**config.mk**
```make
export PLATFORM = sky130hd
export DESIGN_NAME = matrix_loader
export DESIGN_NICKNAME = d
export VERILOG_FILES = /design/src/rtl/matrix_loader.sv
export SDC_FILE = /design/constraint.sdc
export NUM_CORES = 1
export LEC_CHECK = 0
export ABC_AREA = 1
export CAP_MARGIN = 20
export CELL_PAD_IN_SITES_DETAIL_PLACEMENT = 0
export CELL_PAD_IN_SITES_GLOBAL_PLACEMENT = 1
export CORE_MARGIN = 10
export CORE_UTILIZATION = 31
export CTS_BUF_LIST = sky130_fd_sc_hd__clkbuf_16
export DETAILED_ROUTE_END_ITERATION = 6
export PLACE_DENSITY_LB_ADDON = 0.1
export SETUP_SLACK_MARGIN = 0.3
export SYNTH_ARGS = -nofsm -noshare
export SYNTH_HDL_FRONTEND = slang
export SYNTH_SLANG_ARGS = --single-unit
```
**constraint.sdc**
```tcl
create_clock -name clk -period 1.6 [get_ports clk]
set_input_delay 0.4 -clock clk [delete_from_list [all_inputs] [get_ports clk]]
set_output_delay 0.4 -clock clk [all_outputs]
set_load 0.005 [all_outputs]
```
**src/rtl/matrix_loader.sv**
```systemverilog
// Byte-stream sequencer for the 3x4 matrix register bank: column-major writes
// through a registered data bus plus one-hot load strobe, then holds until consumed.
module matrix_loader #(
  parameter int DATA_W    = 8,
  parameter int NUM_ELEMS = 12
) (
  input  logic                 clk,
  input  logic                 aclr,
  input  logic                 start,
  input  logic                 consume,
  input  logic [DATA_W-1:0]    in_data,
  input  logic                 in_valid,
  output logic                 in_ready,
  output logic [DATA_W-1:0]    din,
  output logic [NUM_ELEMS-1:0] load,
  output logic [3:0]           elem_idx,
  output logic                 busy,
  output logic                 full
);

  typedef enum logic [1:0] {IDLE, LOAD, FULL} state_e;

  localparam logic [3:0] LAST_IDX = 4'(NUM_ELEMS - 1);

  state_e                 state_q;
  logic [DATA_W-1:0]      din_q;
  logic [NUM_ELEMS-1:0]   load_q;
  logic [3:0]             idx_q;
  logic [NUM_ELEMS-1:0]   load_d;

  assign load_d = NUM_ELEMS'(1) << idx_q;

  always_ff @(posedge clk) begin
    if (aclr) begin
      state_q <= IDLE;
      din_q   <= '0;
      load_q  <= '0;
      idx_q   <= '0;
    end else begin
      // Strobe is a single-cycle pulse; din is left alone unless a byte lands.
      load_q <= '0;
      case (state_q)
        IDLE: if (start) begin
          state_q <= LOAD;
          idx_q   <= '0;
        end
        LOAD: if (in_valid) begin
          din_q  <= in_data;
          load_q <= load_d;
          if (idx_q == LAST_IDX) state_q <= FULL;
          else                   idx_q   <= idx_q + 4'd1;
        end
        FULL: begin
          if (start) begin
            state_q <= LOAD;
            idx_q   <= '0;
          end else if (consume) begin
            state_q <= IDLE;
          end
        end
        default: state_q <= IDLE;
      endcase
    end
  end

  assign in_ready = (state_q == LOAD);
  assign busy     = (state_q == LOAD);
  assign full     = (state_q == FULL);
  assign din      = din_q;
  assign load     = load_q;
  assign elem_idx = idx_q;

endmodule
```
==> load_flow_metrics.sql <==
INSERT INTO impl_metrics (metric_group, metric, value, unit) VALUES
('outcome', 'outcome', 'finished, final reports clean', ''),
('global_route', 'maximum_number_of_pins_on_one_net_before_global_route_repair', '16', ''),
('clock_tree', 'clockBufferDepth', '2', ''),
('worst_setup_path', 'crit_path_max_fanout', '3', ''),
('global_route', 'grt_antenna_before_repair', '0', ''),
('synth', 'ys_warn_count', '0', ''),
('worst_setup_path', 'setup.worst_path.start_class', 'flip-flop', ''),
('power', 'cell_internal_pwr', '1.30', 'mW'),
('floorplanning', 'floorplan.rows', '21', ''),
('clock_tree', 'cts_htree_levels', '1', ''),
('routing', 'avgViaCountPerCell', '4.20', ''),
('finish', 'multi_input_comb_area', '532', 'um2'),
('power', 'static_power_due_to_leakage', '0.862', 'nW'),
('flow_run', 'drv_cap', '0', ''),
('power', 'netSwitchingFraction', '21.6', '%'),
('clock_tree', 'cts.sinks', '26', ''),
('timing', 'finalCritPeriodShare', '79.5', '%'),
('worst_setup_path', 'r2r_start', 'elem_idx[0]', ''),
('synth', 'syn-instance-count', '134', ''),
('floorplanning', 'design.die.area', '6290', 'um2'),
('finish', 'area_delta_synth_final', '66.2', '%'),
('placed_design', 'detailed_place_hpwl', '2160', 'um'),
('worst_setup_path', 'r2r-end', 'elem_idx[2]', ''),
('worst_setup_path', 'ff2ff_setup_slack', '350', 'ps'),
('clock_tree', 'cts.root.buffer_cell', 'sky130_fd_sc_hd__clkbuf_16', ''),
('timing', 'worst_clock_skew', '2.31', 'ps'),
('placed_design', 'buffer_ports.inserted', '39', ''),
('hold_path', 'holdPathStages', '2', ''),
('synth', 'syn_avg_cell_area', '8.14', 'um2'),
('worst_setup_path', 'path_common_cell', 'sky130_fd_sc_hd__inv_2', ''),
('power', 'pwr-share-clk', '42.5', '%'),
('routing', 'post-route-drc-count', '0', ''),
('worst_setup_path', 'critical_path_required', '1200', 'ps'),
('finish', 'nNetsFinal', '210', ''),
('timing', 'slew_violations', '0', ''),
('routing', 'drt-total-wl', '2820', 'um'),
('power', 'pwr_density_cell', '918', 'nW/um2'),
('floorplanning', 'start_util', '32.4', '%'),
('worst_setup_path', 'critical-path-slowest-cell', 'sky130_fd_sc_hd__dfxtp_2', ''),
('power', 'share_seq_of_total_power', '41.5', '%'),
('timing', 'worstMarginPinSlew', '239', 'ps'),
('worst_setup_path', 'worstPathCellList', 'inv_2 > nand2_2 > inv_2 > buf_6', ''),
('timing', 'maxSlewHeadroom', '84.1', '%'),
('timing', 'timing.final.setup_violations', '0', ''),
('timing', 'count_of_endpoints_failing_hold_in_the_final_timing_report', '0', ''),
('synth', 'yosys_register_bits', '26', ''),
('power', 'vdd_drop_max', '457', 'uV'),
('routing', 'average_routed_wire_per_standard_cell', '11.9', 'um'),
('worst_setup_path', 'timing.reg2reg.worst_path_depth', '6', ''),
('hold_path', 'whs_endpoint', 'din[6]', ''),
('routing', 'vias', '996', ''),
('routing', 'drt_first_iter_violations', '27', ''),
('global_route', 'total_global_routing_track_utilization', '8.99', '%'),
('synth', 'synth-seq-area-share', '47.7', '%'),
('finish', 'num-fill-cells', '353', ''),
('timing', 'fmax', '0.786', 'GHz'),
('clock_tree', 'hold_buffers', '0', ''),
('clock_tree', 'tritoncts', 'yes', ''),
('floorplanning', 'die_x', '79.3', 'um'),
('clock_tree', 'path_clk_slew', '60', 'ps'),
('hold_path', 'min_path_type', 'reg2reg', ''),
('power', 'design_power_total', '1.66', 'mW'),
('synth', 'post_synthesis_cell_area', '1090', 'um2'),
('routing', 'drtPass1Iterations', '3', ''),
('floorplanning', 'top_level_ports', '40', ''),
('global_route', 'grt_first_pass_wirelength', '4620', 'um'),
('clock_tree', 'cts-buffers-inserted', '3', ''),
('hold_path', 'hold_start', 'din[6]', ''),
('timing', 'min_period', '1270', 'ps'),
('finish', 'regArea', '536', 'um2'),
('worst_setup_path', 'end_kind', 'primary output', '');
## state kept, by name, summed over array words and instances (netlist names)
signal,flops
elem_idx,4
state_q,2
load,12
din,8
## Yosys cell counts
library cell	instances	area, um2
sky130_fd_sc_hd__nor2_1	20	75.1
sky130_fd_sc_hd__inv_2	2	7.51
sky130_fd_sc_hd__nor3_1	3	15.0
sky130_fd_sc_hd__dfxtp_1	26	521
sky130_fd_sc_hd__o21ai_0	1	5.00
sky130_fd_sc_hd__ha_1	5	62.6
sky130_fd_sc_hd__or2_2	1	6.26
sky130_fd_sc_hd__nand4_4	1	21.3
sky130_fd_sc_hd__nor3_2	3	30.0
sky130_fd_sc_hd__nand4_1	1	6.26
sky130_fd_sc_hd__nand2_1	32	120
sky130_fd_sc_hd__nand2_2	2	12.5
sky130_fd_sc_hd__a21oi_1	10	50.1
sky130_fd_sc_hd__buf_6	2	22.5
sky130_fd_sc_hd__buf_4	2	15.0
sky130_fd_sc_hd__nand3_1	5	25.0
sky130_fd_sc_hd__buf_2	1	5.00
sky130_fd_sc_hd__nand3_4	2	35.0
sky130_fd_sc_hd__inv_1	15	56.3
## stage by stage
stage / instance area [um2] / util, % / instances / setup slack (ps)
3_3_place_gp: 1580 / 47.1 / 222 / 71.5
2_1_floorplan: 1110 / - / 134 / 322
3_5_place_dp: 1580 / 47.1 / 222 / 23.5
6_report: 1810 / 53.9 / 237 / 328
4_1_cts: 1730 / 51.3 / 231 / 199
5_1_grt: 1810 / 53.9 / 237 / 273
## worst max path at each step
stage                 from          end  slack [ps]  cells after the start
5_1_grt         state_q[1]         busy         270                      4
4_1_cts         state_q[1]         busy         200                      4
2_1_floorplan  elem_idx[2]  elem_idx[2]         320                      7
3_3_place_gp      in_valid       din[1]          70                      6
3_5_place_dp      in_valid     load[10]          20                      5
6_report        state_q[1]         busy         330                      4
## kinds of logic (layout without fill, tap and decap cells)
| group | count (synthesis) | after routing | share of synthesized area, % |
|---|---|---|---|
| compound gates | 11 | 11 | 5.05 |
| fa+ha+maj | 5 | 5 | 5.73 |
| buf+inv | 22 | 79 | 9.75 |
| flops | 26 | 26 | 47.7 |
| simple gates | 70 | 70 | 31.8 |
## area by class of cell
| type | instances | share of cell area (%) |
|---|---|---|
| Tap cell | 46 | 3.17 |
| Clock inverter | 1 | 1.66 |
| Multi-Input combinational cell | 86 | 29.3 |
| Timing Repair Buffer | 58 | 28.6 |
| Inverter | 17 | 3.52 |
| Sequential cell | 26 | 29.5 |
| Clock buffer | 3 | 4.14 |
## cells in the final DEF, fill, tap and decap left out, drive strengths merged
cell,n
bufinv,1
nand2,34
dfxtp,26
nand3,7
inv,17
or2,1
nand4,2
dlymetal6s2s,1
dlygate4sd2,21
o21ai,1
clkdlybuf4s50,10
clkbuf,3
ha,5
clkdlybuf4s15,4
a21oi,10
nor2,20
buf,22
nor3,6
## power groups by stage
stage          Sequential [mW]  Clock (mW)  Combinational (mW)
5_1_grt                  0.693       0.761               0.296
6_report                 0.690       0.708               0.266
2_1_floorplan            0.702           0               0.123
4_1_cts                  0.691       0.727               0.236
3_3_place_gp             0.706           0               0.231
3_5_place_dp             0.707           0               0.231
## worst max-delay path: cells and delay by family, from the launching register on
family | cells | cell delay, ps
and+or+nand+nor | 1 | 60
buffers and inverters | 3 | 240
DFF | 1 | 320
## metal layers
| layer | vias up | track usage (%) | share of wire, % |
|---|---|---|---|
| met1 | 448 | 9.65 | 41 |
| met5 | - | 0 | 0 |
| li1 | 528 | - | - |
| met4 | 0 | 3.23 | 0.60 |
| met2 | 18 | 15.6 | 52 |
| met3 | 2 | 3.60 | 6.6 |
## timing repair
action                     CTS  global route
resized for setup           48            18
setup endpoints to repair   33            10
setup buffers                5             6
hold endpoints to repair     0             0
pin swaps                    2             7
No activity file was read; power rests on OpenSTA's default activity.
